### src/rtl/tr_seq_pkg.sv
// Shared definitions for the transfer-mux sequencer: FSM encodings and the
// fixed-point data width helper.
package tr_seq_pkg;

   localparam int I_WIDTH_DEF = 8;
   localparam int F_WIDTH_DEF = 8;

   localparam logic [1:0] ST_IDLE  = 2'd0;
   localparam logic [1:0] ST_ISSUE = 2'd1;
   localparam logic [1:0] ST_DRAIN = 2'd2;
   localparam logic [1:0] ST_DONE  = 2'd3;

   function automatic int data_width(input int i_width, input int f_width);
      return i_width + f_width;
   endfunction

   localparam int DATA_WIDTH = data_width(I_WIDTH_DEF, F_WIDTH_DEF);

endpackage

### src/rtl/tr_mux_sequencer_if.sv
// Control, mux-side and stream-side signals of the transfer-mux sequencer.
// The slave modport is the sequencer itself.
interface tr_mux_sequencer_if #(
   parameter int DATA_WIDTH = tr_seq_pkg::DATA_WIDTH,
   parameter int SEL_WIDTH  = 4,
   parameter int LEN_WIDTH  = 4
);
   logic                         start_i;
   logic [LEN_WIDTH-1:0]         len_i;
   logic                         busy_o;
   logic                         done_o;
   logic                         err_o;
   logic [SEL_WIDTH-1:0]         sel_mux_tr_o;
   logic                         sel_mux_tr_ld_o;
   logic                         sel_mux_tr_rst_o;
   logic signed [DATA_WIDTH-1:0] tr_data_i;
   logic signed [DATA_WIDTH-1:0] out_data_o;
   logic                         out_valid_o;
   logic                         out_ready_i;
   logic                         out_last_o;

   modport slave (
      input  start_i, len_i, tr_data_i, out_ready_i,
      output busy_o, done_o, err_o, sel_mux_tr_o, sel_mux_tr_ld_o,
             sel_mux_tr_rst_o, out_data_o, out_valid_o, out_last_o
   );

   modport master (
      output start_i, len_i, tr_data_i, out_ready_i,
      input  busy_o, done_o, err_o, sel_mux_tr_o, sel_mux_tr_ld_o,
             sel_mux_tr_rst_o, out_data_o, out_valid_o, out_last_o
   );
endinterface

### src/rtl/tr_skid_fifo.sv
// Two-entry FIFO holding captured mux words (data plus last flag) until the
// downstream stream accepts them.
module tr_skid_fifo #(
   parameter int WIDTH = 17
) (
   input  logic             clk_i,
   input  logic             rst_i,
   input  logic             push,
   input  logic [WIDTH-1:0] push_data,
   input  logic             pop,
   output logic [1:0]       count,
   output logic [WIDTH-1:0] head
);
   logic [WIDTH-1:0] mem_r [2];
   logic             wr_ptr_r;
   logic             rd_ptr_r;
   logic [1:0]       count_r;
   logic             push_ok_s;
   logic             pop_ok_s;

   // Qualify requests; a push into a full FIFO is only legal with a pop.
   always_comb begin
      pop_ok_s  = pop && (count_r != 2'd0);
      push_ok_s = push && ((count_r != 2'd2) || pop_ok_s);
   end

   // Storage, pointers and occupancy.
   always_ff @(posedge clk_i) begin
      if (rst_i) begin
         mem_r[0] <= '0;
         mem_r[1] <= '0;
         wr_ptr_r <= 1'b0;
         rd_ptr_r <= 1'b0;
         count_r  <= 2'd0;
      end else begin
         if (push_ok_s) begin
            mem_r[wr_ptr_r] <= push_data;
            wr_ptr_r        <= ~wr_ptr_r;
         end
         if (pop_ok_s) begin
            rd_ptr_r <= ~rd_ptr_r;
         end
         count_r <= count_r + {1'b0, push_ok_s} - {1'b0, pop_ok_s};
      end
   end

   assign count = count_r;
   assign head  = mem_r[rd_ptr_r];
endmodule

### src/rtl/tr_mux_sequencer.sv
// Walks the transfer-mux select 0..len-1, captures each selected word one
// cycle after its load and streams it out with credit-based back-pressure.
module tr_mux_sequencer
   import tr_seq_pkg::*;
#(
   parameter int I_WIDTH          = 8,
   parameter int F_WIDTH          = 8,
   parameter int LEN_TRANSFER     = 10,
   parameter int MAX_LEN_TRANSFER = 10,
   parameter int SEL_MUX_TR_WIDTH = $clog2(MAX_LEN_TRANSFER),
   parameter int LEN_WIDTH        = $clog2(MAX_LEN_TRANSFER + 1)
) (
   input logic               clk_i,
   input logic               rst_i,
   tr_mux_sequencer_if.slave bus
);
   localparam int DW = data_width(I_WIDTH, F_WIDTH);
   localparam logic [LEN_WIDTH-1:0] LEN_MAX = LEN_WIDTH'(LEN_TRANSFER);
   localparam logic [LEN_WIDTH-1:0] LEN_ONE = LEN_WIDTH'(1);

   logic [1:0]                  state_r;
   logic [LEN_WIDTH-1:0]        idx_r;
   logic [LEN_WIDTH-1:0]        len_r;
   logic [SEL_MUX_TR_WIDTH-1:0] last_sel_r;
   logic                        inflight_r;
   logic                        inflight_last_r;
   logic                        err_r;
   logic                        rst_d_r;
   logic [1:0]                  fifo_count_s;
   logic [DW:0]                 fifo_head_s;
   logic [2:0]                  occupancy_s;
   logic                        pop_s;
   logic                        credit_ok_s;
   logic                        issue_s;
   logic                        drain_done_s;
   logic                        len_ok_s;
   logic                        is_last_idx_s;

   // Credit and issue decisions depend on this cycle's pop, so ld is combinational.
   always_comb begin
      pop_s         = (fifo_count_s != 2'd0) && bus.out_ready_i;
      occupancy_s   = {1'b0, fifo_count_s} + {2'b00, inflight_r} - {2'b00, pop_s};
      credit_ok_s   = occupancy_s < 3'd2;
      len_ok_s      = (bus.len_i != '0) && (bus.len_i <= LEN_MAX);
      is_last_idx_s = (idx_r == (len_r - LEN_ONE));
      if ((state_r == ST_ISSUE) && (idx_r < len_r) && credit_ok_s) begin
         issue_s = 1'b1;
      end else begin
         issue_s = 1'b0;
      end
      // Leave DRAIN on the edge that empties the FIFO so done lands at len+3.
      drain_done_s = !inflight_r &&
                     ((fifo_count_s == 2'd0) || ((fifo_count_s == 2'd1) && pop_s));
   end

   // Sequencer FSM, select index and capture tracking.
   always_ff @(posedge clk_i) begin
      if (rst_i) begin
         state_r         <= ST_IDLE;
         idx_r           <= '0;
         len_r           <= '0;
         last_sel_r      <= '0;
         inflight_r      <= 1'b0;
         inflight_last_r <= 1'b0;
         err_r           <= 1'b0;
         rst_d_r         <= 1'b1;
      end else begin
         rst_d_r         <= 1'b0;
         err_r           <= 1'b0;
         inflight_r      <= issue_s;
         inflight_last_r <= issue_s && is_last_idx_s;
         if (issue_s) begin
            last_sel_r <= idx_r[SEL_MUX_TR_WIDTH-1:0];
            idx_r      <= idx_r + LEN_ONE;
         end
         case (state_r)
            ST_IDLE: begin
               if (bus.start_i) begin
                  if (len_ok_s) begin
                     len_r   <= bus.len_i;
                     idx_r   <= '0;
                     state_r <= ST_ISSUE;
                  end else begin
                     err_r <= 1'b1;
                  end
               end
            end
            ST_ISSUE: begin
               if (issue_s && is_last_idx_s) begin
                  state_r <= ST_DRAIN;
               end
            end
            ST_DRAIN: begin
               if (drain_done_s) begin
                  state_r <= ST_DONE;
               end
            end
            ST_DONE: begin
               last_sel_r <= '0;
               state_r    <= ST_IDLE;
            end
            default: begin
               state_r <= ST_IDLE;
            end
         endcase
      end
   end

   tr_skid_fifo #(
      .WIDTH(DW + 1)
   ) u_fifo (
      .clk_i     (clk_i),
      .rst_i     (rst_i),
      .push      (inflight_r),
      .push_data ({inflight_last_r, bus.tr_data_i}),
      .pop       (pop_s),
      .count     (fifo_count_s),
      .head      (fifo_head_s)
   );

   assign bus.busy_o           = (state_r != ST_IDLE);
   assign bus.done_o           = (state_r == ST_DONE);
   assign bus.err_o            = err_r;
   assign bus.sel_mux_tr_ld_o  = issue_s;
   assign bus.sel_mux_tr_o     = issue_s ? idx_r[SEL_MUX_TR_WIDTH-1:0] : last_sel_r;
   assign bus.sel_mux_tr_rst_o = rst_i | rst_d_r | (state_r == ST_DONE);
   assign bus.out_valid_o      = (fifo_count_s != 2'd0);
   assign bus.out_data_o       = $signed(fifo_head_s[DW-1:0]);
   assign bus.out_last_o       = fifo_head_s[DW];
endmodule

### src/flat_wrapper.sv
// flat-port wrapper written by rule: the top's interface ports become plain ports
module tr_mux_sequencer_flat import tr_seq_pkg::*;
#(
   parameter int I_WIDTH          = 8,
   parameter int F_WIDTH          = 8,
   parameter int LEN_TRANSFER     = 10,
   parameter int MAX_LEN_TRANSFER = 10,
   parameter int SEL_MUX_TR_WIDTH = $clog2(MAX_LEN_TRANSFER),
   parameter int LEN_WIDTH        = $clog2(MAX_LEN_TRANSFER + 1)
)
  (clk_i, rst_i, bus_start_i, bus_len_i, bus_tr_data_i, bus_out_ready_i, bus_busy_o, bus_done_o, bus_err_o, bus_sel_mux_tr_o, bus_sel_mux_tr_ld_o, bus_sel_mux_tr_rst_o, bus_out_data_o, bus_out_valid_o, bus_out_last_o);
  tr_mux_sequencer_if #(.DATA_WIDTH(16), .SEL_WIDTH(4), .LEN_WIDTH(LEN_WIDTH)) bus_i ();
  input logic clk_i;
  input logic rst_i;
  input wire logic [$bits(bus_i.start_i)-1:0] bus_start_i;
  input wire logic [$bits(bus_i.len_i)-1:0] bus_len_i;
  input wire logic [$bits(bus_i.tr_data_i)-1:0] bus_tr_data_i;
  input wire logic [$bits(bus_i.out_ready_i)-1:0] bus_out_ready_i;
  output wire logic [$bits(bus_i.busy_o)-1:0] bus_busy_o;
  output wire logic [$bits(bus_i.done_o)-1:0] bus_done_o;
  output wire logic [$bits(bus_i.err_o)-1:0] bus_err_o;
  output wire logic [$bits(bus_i.sel_mux_tr_o)-1:0] bus_sel_mux_tr_o;
  output wire logic [$bits(bus_i.sel_mux_tr_ld_o)-1:0] bus_sel_mux_tr_ld_o;
  output wire logic [$bits(bus_i.sel_mux_tr_rst_o)-1:0] bus_sel_mux_tr_rst_o;
  output wire logic [$bits(bus_i.out_data_o)-1:0] bus_out_data_o;
  output wire logic [$bits(bus_i.out_valid_o)-1:0] bus_out_valid_o;
  output wire logic [$bits(bus_i.out_last_o)-1:0] bus_out_last_o;
  assign bus_i.start_i = bus_start_i;
  assign bus_i.len_i = bus_len_i;
  assign bus_i.tr_data_i = bus_tr_data_i;
  assign bus_i.out_ready_i = bus_out_ready_i;
  assign bus_busy_o = bus_i.busy_o;
  assign bus_done_o = bus_i.done_o;
  assign bus_err_o = bus_i.err_o;
  assign bus_sel_mux_tr_o = bus_i.sel_mux_tr_o;
  assign bus_sel_mux_tr_ld_o = bus_i.sel_mux_tr_ld_o;
  assign bus_sel_mux_tr_rst_o = bus_i.sel_mux_tr_rst_o;
  assign bus_out_data_o = bus_i.out_data_o;
  assign bus_out_valid_o = bus_i.out_valid_o;
  assign bus_out_last_o = bus_i.out_last_o;
  tr_mux_sequencer #(.I_WIDTH(I_WIDTH), .F_WIDTH(F_WIDTH), .LEN_TRANSFER(LEN_TRANSFER), .MAX_LEN_TRANSFER(MAX_LEN_TRANSFER), .SEL_MUX_TR_WIDTH(SEL_MUX_TR_WIDTH), .LEN_WIDTH(LEN_WIDTH)) u_core (.clk_i(clk_i), .rst_i(rst_i), .bus(bus_i));
endmodule
### config.mk
export PLATFORM = sky130hd
export DESIGN_NAME = tr_mux_sequencer_flat
export DESIGN_NICKNAME = d
export VERILOG_FILES = /design/src/rtl/tr_seq_pkg.sv /design/src/rtl/tr_mux_sequencer_if.sv /design/src/rtl/tr_skid_fifo.sv /design/src/rtl/tr_mux_sequencer.sv /design/src/flat_wrapper.sv
export SDC_FILE = /design/constraint.sdc
export NUM_CORES = 1
export LEC_CHECK = 0
export ABC_AREA = 1
export BUFFER_PORTS_ARGS = -buffer_cell sky130_fd_sc_hd__buf_2
export CAP_MARGIN = 20
export CORE_AREA = 2 2 80 97
export CTS_CLUSTER_SIZE = 8
export DETAILED_ROUTE_END_ITERATION = 7
export DIE_AREA = 0 0 82 99
export PLACE_DENSITY = 0.55
export SLEW_MARGIN = 20
export SYNTH_ARGS = -nofsm -noshare
export SYNTH_HDL_FRONTEND = slang
export SYNTH_SLANG_ARGS = --single-unit
export TNS_END_PERCENT = 10
### constraint.sdc
create_clock -name clk_i -period 3.2 [get_ports clk_i]
set_clock_uncertainty 0.05 [all_clocks]
set_input_delay 0.48 -clock clk_i [delete_from_list [all_inputs] [get_ports clk_i]]
set_output_delay 0.48 -clock clk_i [all_outputs]
set_load 0.02 [all_outputs]
==> summary.txt <==
STA
  • Fin crit period: 3.08 ns
  • Final Hold Viols: 0
  • RSZ-0062 raised after global routing: true
  • Max frequency: 0.325 GHz
  • Setup TNS: 0 ns
  • Final period util: 96.2%
  • Slew headroom: 47.4%
  • Worst-margin pin slew: 0.788 ns
  • Final worst setup slack: 0.122 ns
  • Hold slack: 0.311 ns
  • Fin. max-slew vios: 0
  • Final setup violation count: 0

Worst setup path
  • CP max FO: 7
  • CP max-delay cell: fa_2
  • Slowest stage delay, CP: 0.37 ns
  • Crit. End Element: primary output
  • WS Path Type: reg2out
  • CP delay by family, top: simple AND/OR/NAND/NOR gates
  • CP Launch Type: flop
  • Buf+Inv Stages, Crit Path: 5
  • Crit path DAT: 2.55 ns
  • Critical Path, Cell by Cell: inv_2, nand2_2, nand2_2, inv_2, ha_4, or2_4, fa_2, xnor2_2, nand2_2, nor2_8, inv_4, o21ai_2, inv_2, buf_4
  • Worst path required time: 2.67 ns

GRT
  • Vias in the first global route: 2036
  • Met1 usage: 15.6%
  • M2 GR Usage: 26.0%
  • Met3 usage: 3.57%
  • Global route hottest layer: met2
  • Initial antenna violation count: 0
  • Remaining Overflow, GRT: 0
  • First-pass GRT wire length: 8.97 mm
  • GRT Util Overall: 14.8%
  • Pin count of the biggest net entering global routing: 20

Routing
  • DRT iter0 DRCs: 73
  • Vias per cell: 4.58
  • Antenna viol nets, final: 0
  • Final wirelength: 5.40 mm
  • Vias: 2071
  • DRC: 0
  • Pre-antenna DRT Iters: 4
  • WL/cell: 12.0 um

Clocking
  • TritonCTS clock tree: done
  • Clk buf depth: 2
  • # hold bufs at CTS: 0
  • Clock-pin slew on the worst setup and hold paths: 0.06 ns
  • Sink Count: 57
  • CTS Root Cell: clkbuf_8
  • Skew-Pair Late Insertion Delay: 0.34 ns
  • H-Tree Depth: 3
  • Num CTS Buffers: 9

Floorplan
  • Core region area: 7150 um^2
  • Die H: 99 um
  • Total I/O pin count: 51
  • Initial Util: 38.9%
  • Site row count: 34
  • Die ar.: 8120 um^2
  • Die Wd: 82 um

Synthesis
  • Post-synth top area cell: edfxtp_1
  • #FFs+latches synth: 57
  • Netlist cell types: 31
  • YS warnings: 0
  • Synth top area share: 36.8%
  • Largest cells by area after synthesis: edfxtp_1 (37%), dfxtp_1 (17%), nor2_1 (7.6%)
  • Synthesized instance count: 290
  • Post-synthesis sequential area ratio: 53.3%
  • Post-Syn Area: 2780 um^2
  • Syn Area/Cell: 9.58 um^2
  • Syn_nets: 329

Power
  • Lkg Pwr: 1.64 nW
  • Worst VDD drop: 0.537 mV
  • PwrDens: 796 nW/um^2

Final layout
  • Most frequent cells in the layout: nor2_1 (56), buf_2 (47), inv_1 (38), edfxtp_1 (34), nand2_1 (30)
  • Commonest non-fill, non-tap cell in the layout: nor2_1
  • Syn-to-layout area delta: 25.2%
  • Final nets: 396
  • Share of cells above drive strength 1: 35.6%
  • # diodes: 0

Placed design
  • Final HPWL DP: 3.75 mm
  • Setup WS pre-CTS: -0.00569 ns
  • PortBufs: 50
  • GP Congestion: 0.790

Run status
  • Status: complete, no violations

Flow run
  • Max-cap violations: 0

Hold path
  • Hold Crit Class: in2reg
==> Yosys cell counts <==
master and instances:
nor3b_2 1, nor4_1 1, nor2_8 1, nand2_2 5, xnor2_1 2, dfxtp_1 23, inv_2 8, nand2_1 34
buf_6 1, mux2_2 17, nor3_1 2, ha_1 14, a21oi_1 14, inv_1 40, buf_2 3, o21a_1 1
nor2_1 56, edfxtp_1 34, o21ai_1 5, inv_4 1, o21ai_2 1, clkbuf_1 1, or2_2 2, a31oi_2 1
nand3_2 2, or2_1 2, nand3_1 10, nor2_2 1, fa_1 1, o21ai_0 5, a21boi_0 1
==> layer usage <==
layer	vias to the layer above	wire length (um)
li1	1062	-
met1	951	2280
met2	46	2730
met3	12	245
met4	0	144
met5	-	0
==> worst paths after layout <==
kind / startpoint / to / slack [ns] / depth (start not counted)
setup / recovery: u_core.u_fifo.count[1] / bus_sel_mux_tr_o[1] / 0.12 / 14
hold / removal: rst_i / u_core.rst_d_r / 0.31 / 1
setup reg to reg: u_core.u_fifo.count[1] / u_core.state_r[0] / 0.64 / 17
hold reg to reg: u_core.u_fifo.rd_ptr_r / u_core.u_fifo.rd_ptr_r / 0.41 / 1
==> area by class of cell <==
class / instances / area [um^2]
sequential: 57 / 1480
inverter: 49 / 186
clock buffer: 11 / 141
tap: 90 / 113
multi-input combinational: 179 / 1120
clock inverter: 5 / 78.8
timing repair buffer: 61 / 352
fill: 715 / 3670
==> report_power, final <==
group          internal, mW  leakage, nW  total, mW  switching, mW
combinational         0.450        0.989       1.06          0.608
sequential            0.884        0.540      0.966         0.0821
clock                 0.458        0.113      0.745          0.287
==> logic make-up after synthesis <==
group | after synthesis | synth area share, %
and+or+nand+nor | 117 | 18.7
DFF | 57 | 53.3
buffers and inverters | 54 | 7.79
AOI/OAI and AO/OA | 28 | 5.63
muxes | 17 | 6.89
adders and majority gates | 15 | 7.03
xor gates and xnor gates | 2 | 0.631
==> flip-flops by register name, summed over array words and instances, names as in the netlist, named ones only <==
signal	count
u_core.state_r	2
u_core.rst_d_r	1
u_core.u_fifo.mem_r	34
u_core.u_fifo.rd_ptr_r	1
u_core.last_sel_r	4
u_core.inflight_last_r	1
u_core.u_fifo.wr_ptr_r	1
u_core.u_fifo.count	2
u_core.inflight_r	1
u_core.bus.err_o	1
u_core.len_r	4
u_core.idx_r	4
==> stage by stage <==
step,util [%],area [um^2],power (mW),cells
6_report,48.7,3480,2.77,452
3_3_place_gp,44.3,3160,1.92,432
4_1_cts,48.1,3430,2.77,450
3_5_place_dp,44.3,3160,1.94,432
5_1_grt,48.7,3480,2.96,452
2_1_floorplan,-,2780,1.67,290
==> timing repair <==
item,in CTS,in global routing
gates cloned,0,0
setup buffers,2,2
pin swaps,6,10
setup endpoints to repair,5,4
gates resized for setup,13,7
(Power assumes the default switching activity.)
